## src/rtl/pc_stack.sv

```systemverilog
// rtl/pc_stack.sv - subroutine return-address stack and PC-load source for the program counter
// Optional sticky overflow/underflow flags are built when PC_STACK_FLAGS_EN is defined.
module pc_stack #(
  parameter int DEPTH = 3,
  parameter int AW    = 12
) (
  input  logic          clk,
  input  logic          rst,
  input  logic [2:0]    cycle,
  input  logic [AW-1:0] pcAddr,
  input  logic          jumpReq,
  input  logic          pushReq,
  input  logic          popReq,
  input  logic [AW-1:0] target,
  output logic          pcLoad,
  output logic [AW-1:0] pcNew,
  output logic [1:0]    depth,
  output logic          stkOvf,
  output logic          stkUnf,
  input  logic          clrFlags
);

  localparam int              PW        = (DEPTH > 1) ? $clog2(DEPTH) : 1;
  localparam logic [PW-1:0]   PTR_MAX   = PW'(DEPTH - 1);
  localparam logic [1:0]      DEPTH_MAX = 2'(DEPTH);
  localparam logic [2:0]      CYC_X3    = 3'd7;

  logic [AW-1:0] mem_q [DEPTH];
  logic [PW-1:0] ptr_q, ptr_d;
  logic [PW-1:0] ptr_inc, ptr_dec;
  logic [1:0]    depth_q, depth_d;

  logic at_x3;
  logic do_pop, do_push, do_jump;
  logic ovf_evt, unf_evt;

  // Requests are only honoured in X3; pop outranks push, push outranks jump.
  assign at_x3   = (cycle == CYC_X3);
  assign do_pop  = ~rst & at_x3 & popReq;
  assign do_push = ~rst & at_x3 & pushReq & ~popReq;
  assign do_jump = ~rst & at_x3 & jumpReq & ~popReq & ~pushReq;

  assign ptr_inc = (ptr_q == PTR_MAX) ? '0 : ptr_q + 1'b1;
  assign ptr_dec = (ptr_q == '0) ? PTR_MAX : ptr_q - 1'b1;

  assign ovf_evt = do_push & (depth_q == DEPTH_MAX);
  assign unf_evt = do_pop & (depth_q == 2'd0);

  assign pcLoad = do_pop | do_push | do_jump;
  assign pcNew  = do_pop ? mem_q[ptr_dec] : target;
  assign depth  = depth_q;

  always_comb begin
    ptr_d   = ptr_q;
    depth_d = depth_q;
    if (do_pop) begin
      ptr_d = ptr_dec;
      if (depth_q != 2'd0) begin
        depth_d = depth_q - 2'd1;
      end
    end else if (do_push) begin
      ptr_d = ptr_inc;
      if (depth_q != DEPTH_MAX) begin
        depth_d = depth_q + 2'd1;
      end
    end
  end

  always_ff @(posedge clk) begin
    if (rst) begin
      ptr_q   <= '0;
      depth_q <= '0;
      for (int i = 0; i < DEPTH; i++) begin
        mem_q[i] <= '0;
      end
    end else begin
      ptr_q   <= ptr_d;
      depth_q <= depth_d;
      // On overflow the slot at ptr holds the oldest entry, so it is simply overwritten.
      if (do_push) begin
        mem_q[ptr_q] <= pcAddr;
      end
    end
  end

`ifdef PC_STACK_FLAGS_EN
  logic ovf_q, ovf_d;
  logic unf_q, unf_d;

  always_comb begin
    ovf_d = ovf_q;
    unf_d = unf_q;
    if (clrFlags) begin
      ovf_d = 1'b0;
      unf_d = 1'b0;
    end
    if (ovf_evt) ovf_d = 1'b1;
    if (unf_evt) unf_d = 1'b1;
  end

  always_ff @(posedge clk) begin
    if (rst) begin
      ovf_q <= 1'b0;
      unf_q <= 1'b0;
    end else begin
      ovf_q <= ovf_d;
      unf_q <= unf_d;
    end
  end

  assign stkOvf = ovf_q;
  assign stkUnf = unf_q;
`else
  logic unused_flag_inputs;
  assign unused_flag_inputs = clrFlags ^ ovf_evt ^ unf_evt;
  assign stkOvf = 1'b0;
  assign stkUnf = 1'b0;
`endif

endmodule
```

## config.mk

```make
export PLATFORM = sky130hd
export DESIGN_NAME = pc_stack
export DESIGN_NICKNAME = d
export VERILOG_FILES = /design/src/rtl/pc_stack.sv
export SDC_FILE = /design/constraint.sdc
export NUM_CORES = 1
export LEC_CHECK = 0
export ABC_AREA = 0
export CAP_MARGIN = 30
export CORE_UTILIZATION = 51
export CTS_CLUSTER_SIZE = 25
export DETAILED_ROUTE_END_ITERATION = 10
export GPL_TIMING_DRIVEN = 0
export PLACE_DENSITY = 0.85
export SLEW_MARGIN = 20
export SYNTH_ARGS = -nofsm -noshare
export SYNTH_HDL_FRONTEND = slang
export SYNTH_SLANG_ARGS = --single-unit
export TNS_END_PERCENT = 10
```

## constraint.sdc

```tcl
create_clock -name clk -period 3.05 [get_ports clk]
set_clock_uncertainty 0.2 [all_clocks]
set_input_delay 0.61 -clock clk [delete_from_list [all_inputs] [get_ports clk]]
set_output_delay 0.61 -clock clk [all_outputs]
set_load 0.1 [all_outputs]
```

==> results of run 1 <==
metal layers:
metal	global-route usage [%]	part of all wire, %	vias to the layer above
li1	-	-	755
met1	27.47	40	800
met2	37.28	52	56
met3	4.696	5.3	11
met4	11.55	2.6	0
met5	0	0	-
power groups by stage:
stage	logic, uW	clock network (uW)	registers (uW)
after floorplan	142	0	815
after global placement	221	0	815
after detailed placement	224	0	816
after CTS	228	484	800
after global routing	239	509	801
final	228	481	799
metrics by stage:
step	setup TNS [ns]	utilization [%]	setup slack, ns	cells	area [sq um]
after global placement	-11.44	64.97	-0.9588	281	3089
after detailed placement	-11.57	64.97	-0.9625	281	3089
after CTS	-0.02578	67.71	-0.02209	289	3219
after floorplan	0	-	0.1326	168	2545
after global routing	-0.1942	67.92	-0.04188	289	3229
final	-0.006280	67.92	-0.006280	289	3229
sequential cells by signal, indices dropped and copies added (netlist names):
signal and cells:
mem_q 48, depth 2, ptr_q 2
worst register-to-register path, cell delays in order, from the launching register on:
cell      delay (ns)
dfxtp_1         0.36
inv_1           0.09
ha_1            0.13
and4b_1         0.25
clkbuf_1        0.40
nand2_1         0.14
nand2_1         0.47
layout by cell type (no fill, tap or decap), types with 2 or more instances in the layout:
master,count
buf_6,11
and3_1,24
o21ai_0,2
nand2_1,5
nor2_1,3
dfxtp_1,4
clkbuf_1,6
edfxtp_1,48
a31oi_1,4
buf_4,5
nor3_1,2
and4b_1,3
mux2_2,12
mux4_1,3
mux4_2,9
inv_1,4
and2_1,13
dlygate4sd2_1,2
conb_1,2
clkbuf_8,5
ha_1,4
dlymetal6s2s_1,2
buf_8,2
nand3b_1,3
clkdlybuf4s50_1,29
synth_stat cells (2+ instances only):
library cell,number
a31oi_1,4
and2_1,13
and3_1,24
and4b_1,3
buf_4,3
buf_6,3
clkbuf_1,7
dfxtp_1,4
edfxtp_1,48
ha_1,5
inv_1,4
mux2_2,12
mux4_1,3
mux4_2,9
nand2_1,5
nand3b_1,3
nor2_1,3
nor3_1,2
o21ai_0,2
kinds of logic after synthesis:
logic type	after synthesis	synth area share, %
buffers and inverters	17	3.840
adder cells (fa/ha/maj)	5	2.462
AO/OA/AOI/OAI	8	2.215
multiplexers	24	16.40
other	1	0.1476
flip-flops	52	59.87
AND/OR/NAND/NOR	60	15.07
worst max-delay path by stage:
stage                     startpoint  endpoint  slack (ns)
final                       ptr_q[0]  pcNew[5]      -0.006
after global routing        ptr_q[0]  pcNew[5]       -0.04
after CTS                   ptr_q[0]  pcNew[5]       -0.02
after detailed placement         rst  pcNew[0]       -0.96
after global placement           rst  pcNew[3]       -0.96
after floorplan                  rst    pcLoad        0.13
cell type report:
| type | count | area share (%) |
|---|---|---|
| Clock inverter | 3 | 1.434 |
| Buffer | 13 | 2.906 |
| Multi-Input combinational cell | 99 | 28.75 |
| Tap cell | 67 | 2.596 |
| Timing Repair Buffer | 46 | 14.61 |
| Clock buffer | 5 | 2.131 |
| Sequential cell | 52 | 47.11 |
| Inverter | 4 | 0.4649 |
==> impl_metrics.ini, run 1 <==
[run_status]
violations = setup timing
status = finished with violations

[yosys]
yosysTopAreaCell = edfxtp_1
synth.top_cell.area_share_pct = 56.72
ys_seq_area_share_pct = 59.87
avgSynthCellArea_sq_um = 15.22
synth_cell_types = 29
synth_edf_count = 48
synthCells = 167
ys_warn_count = 0
netlist_area_sq_um = 2541
yosys_most_used_dff = edfxtp_1
async_flop_share_pct = 0
synth.area.top_cells = edfxtp_1, mux4_2, and3_1
synth_seq_cells = 52

[cts]
clkSinkCount = 52
clk_pin_slew_worst_paths_ns = 0.09
postCtsSetupBuffers = 0
cts_buffers = 5
cts_max_level = 2
cts_tree = done
cts_root_buf = clkbuf_8
worstSkewPairLatency_ns = 0.30
clockBufferDepth = 2
cts_resized = 90
hold_buffers = 0

[worst_setup_path]
reg2reg_to = mem_q[1][1]
path_buf_inv = 3
rrSetupSlack_ns = 0.66
crit_type = register to output port
critPathLaunchType = register
max_stage_delay_ns = 0.54
cp_top_family = multiplexers
arrival_ns = 2.25
cp.depth = 6
reg2reg_from = ptr_q[1]
crit_slowest_cell = mux4_2
path_cells = inv_1 > ha_2 > buf_8 > mux4_2 > mux2_2 > buf_6
end_kind = output port
path_max_fanout = 10
rr_worst_depth = 6
cp.required_ns = 2.24

[place]
globalplace.congestion = 0.7891
dp_hpwl_um = 3606
portBuffers = 46

[global_routing]
grt_overflow = 0
grtUsageTotal_pct = 22.29
antenna_found_initial = 0
first_global_vias = 1627
grt_pass1_wl_um = 8224
grt_max_degree = 18

[floorplan]
core_sq_um = 4755
initial_core_util_pct = 53.45
die_area_sq_um = 5269
row_count = 25
die_h_um = 72.59
boundaryPins = 50
fp.dieW_um = 72.59

[power_and_ir_drop]
p_sw_uw = 381.1
p_leak_uw = 0.001276
swShare_pct = 25.27
p_clk_share_pct = 31.9
vdd_drop_max_v = 0.0002678
p_per_area_nw_per_um2 = 467.0
p_comb_share_pct = 15.1
power.internal_uw = 1127
p_seq_share_pct = 53.0
power_uw = 1508

[layout]
multi_input_area_sq_um = 928.4
nNetsFinal = 259
syn2layout_area_growth_pct = 27.08
drive_gt1_share_pct = 24.32
nFillCells = 350
seqCellArea_sq_um = 1521
insertedDiodeCount = 0

[detailed_routing]
dr.first_iter.drc_count = 187
avgViaCountPerCell = 5.612
drt_wl_total_um = 5279
wire_per_inst_um = 18.27
first_pass_iters = 4
drc_errors = 0
vias = 1622
ant_nets = 0

[worst_hold_path]
min-delay-start = depth[1]
whs_path_depth = 1
hp-class = register to register
hold_path_end = depth[1]

[timing]
clock.fmax_mhz = 327.2
setup_viol = 1
period_needed_ns = 3.056
holdWs_ns = 0.3483
finalHoldViolCount = 0
drv_slew = 0
rsz0062_at_grt = true
maxSlewHeadroom_pct = 35.50
worst_slew_pin_slew_ns = 0.9645
setup_slack_ns = -0.006280
fin_crit_sh_pct = 100.2

[job]
drv_cap = 0
(Power assumes the default switching activity.)
==> run 2, diff against run 1 <==
--- a/config.mk
+++ b/config.mk
@@ -16,4 +16,3 @@
 export SYNTH_ARGS = -nofsm -noshare
 export SYNTH_HDL_FRONTEND = slang
 export SYNTH_SLANG_ARGS = --single-unit
-export TNS_END_PERCENT = 10
==> run 2 against run 1 <==
Effect of this change: the run now ends clean; via count fell by 0.99%; highest routed layer unchanged; clock power barely moved; power rose by 0.35%; global-route usage rose by 0.36 points; die area did not move; combinational power barely moved; core utilization rose by 0.61 points.
==> impl_metrics.ini, run 2 (synthesized netlist as in run 1, its figures left out) <==
[detailed_routing]
first_pass_iters = 4
drc_errors = 0
drt_wl_total_um = 5334
dr.first_iter.drc_count = 173
vias = 1606
wire_per_inst_um = 18.46
ant_nets = 0
avgViaCountPerCell = 5.557

[timing]
maxSlewHeadroom_pct = 35.48
drv_slew = 0
setup_slack_ns = 0.07542
fin_crit_sh_pct = 97.53
clock.fmax_mhz = 336.2
setup_viol = 0
worst_slew_pin_slew_ns = 0.9648
period_needed_ns = 2.975
rsz0062_at_grt = false
finalHoldViolCount = 0

[worst_hold_path]
whs_path_depth = 1
hp-class = register to register
hold_path_end = depth[1]
min-delay-start = depth[1]

[layout]
drive_gt1_share_pct = 25.68
layout_common_cells = edfxtp_1, clkdlybuf4s50_1, and3_1
multi_input_area_sq_um = 950.9
insertedDiodeCount = 0
nFillCells = 344
regMostFlops = mem_q
fin_util_pct = 68.53
nNetsFinal = 259
largest_reg_flops = 48
syn2layout_area_growth_pct = 28.21
final_common_cell = edfxtp_1
seqCellArea_sq_um = 1523

[floorplan]
boundaryPins = 50
die_h_um = 72.59
initial_core_util_pct = 53.45
fp.dieW_um = 72.59
core_sq_um = 4755
row_count = 25
die_area_sq_um = 5269

[worst_setup_path]
rrSetupSlack_ns = 0.62
rr_worst_depth = 6
cp.required_ns = 2.24
reg2reg_to = mem_q[1][1]
critPathLaunchType = register
reg2reg_from = ptr_q[1]
path_max_fanout = 10
end_kind = output port
arrival_ns = 2.16
crit_type = register to output port

[power_and_ir_drop]
vdd_drop_max_v = 0.0003030
p_leak_uw = 0.001280
power_uw = 1513
p_per_area_nw_per_um2 = 464.5

[cts]
worstSkewPairLatency_ns = 0.31
cts_tree = done
hold_buffers = 0
postCtsSetupBuffers = 0
clockBufferDepth = 2
cts_max_level = 2
cts_buffers = 5
clkSinkCount = 52
clk_pin_slew_worst_paths_ns = 0.09
cts_root_buf = clkbuf_8

[run_status]
status = finished clean

[global_routing]
first_global_vias = 1621
antenna_found_initial = 0
grt_overflow = 0
grt_max_degree = 18
grt_pass1_wl_um = 8307
grtUsageTotal_pct = 22.66

[place]
globalplace.congestion = 0.7891
dp_hpwl_um = 3606
portBuffers = 46
place_ws_ns = -0.9625

[job]
drv_cap = 0
-- run 2: where the power goes --
group	switching, uW	internal (uW)	total (uW)
clock	237	247	484
combinational	143	86.4	229
sequential	5.50	794	800
-- run 2: worst max-delay path by stage --
stage / from / slack, ns / depth (start not counted) / to
after CTS: cycle[1] / 0.01 / 7 / pcNew[3]
final: ptr_q[0] / 0.08 / 6 / pcNew[5]
after detailed placement: rst / -0.96 / 7 / pcNew[0]
after floorplan: rst / 0.13 / 2 / pcLoad
after global placement: rst / -0.96 / 7 / pcNew[3]
after global routing: rst / 0.03 / 7 / pcNew[3]
-- run 2: through the flow --
stage               instances  setup TNS (ns)  instance area (sq um)  hold slack (ns)
CTS                       289               0                   3237           0.3497
floorplan                 168               0                   2545           0.2970
global placement          281          -11.44                   3089           0.3175
detailed placement        281          -11.57                   3089           0.3275
global route              289               0                   3258           0.3690
finish                    289               0                   3258           0.3489
-- run 2: what timing repair did --
| action | 4_1_cts | 5_1_grt |
|---|---|---|
| gates cloned | 0 | 0 |
| gates resized for setup | 93 | 7 |
| endpoints found under the setup margin | 13 | 12 |
-- run 2: final cells by class --
class	count	area share (%)
flip-flops and latches	52	46.74
repair buffers	46	14.44
clock buffers	5	2.112
plain buffers	13	3.072
clock inverters	3	1.421
multi-input cells	99	29.19
inverters	4	0.4608
well taps	67	2.573
-- run 2: critical path, cell delays in order, from the launching register on --
cell and delay (ns):
dfxtp_1 0.35, inv_2 0.13, ha_4 0.19, buf_8 0.17
mux4_2 0.54, mux2_2 0.29, buf_6 0.18
-- run 2: routing by layer --
metal / wire length (um) / vias up / global-route usage, %
met5: 0 / - / 0
met4: 125 / 0 / 11.33
met3: 326 / 12 / 4.972
met2: 2724 / 58 / 37.38
met1: 2159 / 785 / 28.42
li1: - / 751 / -
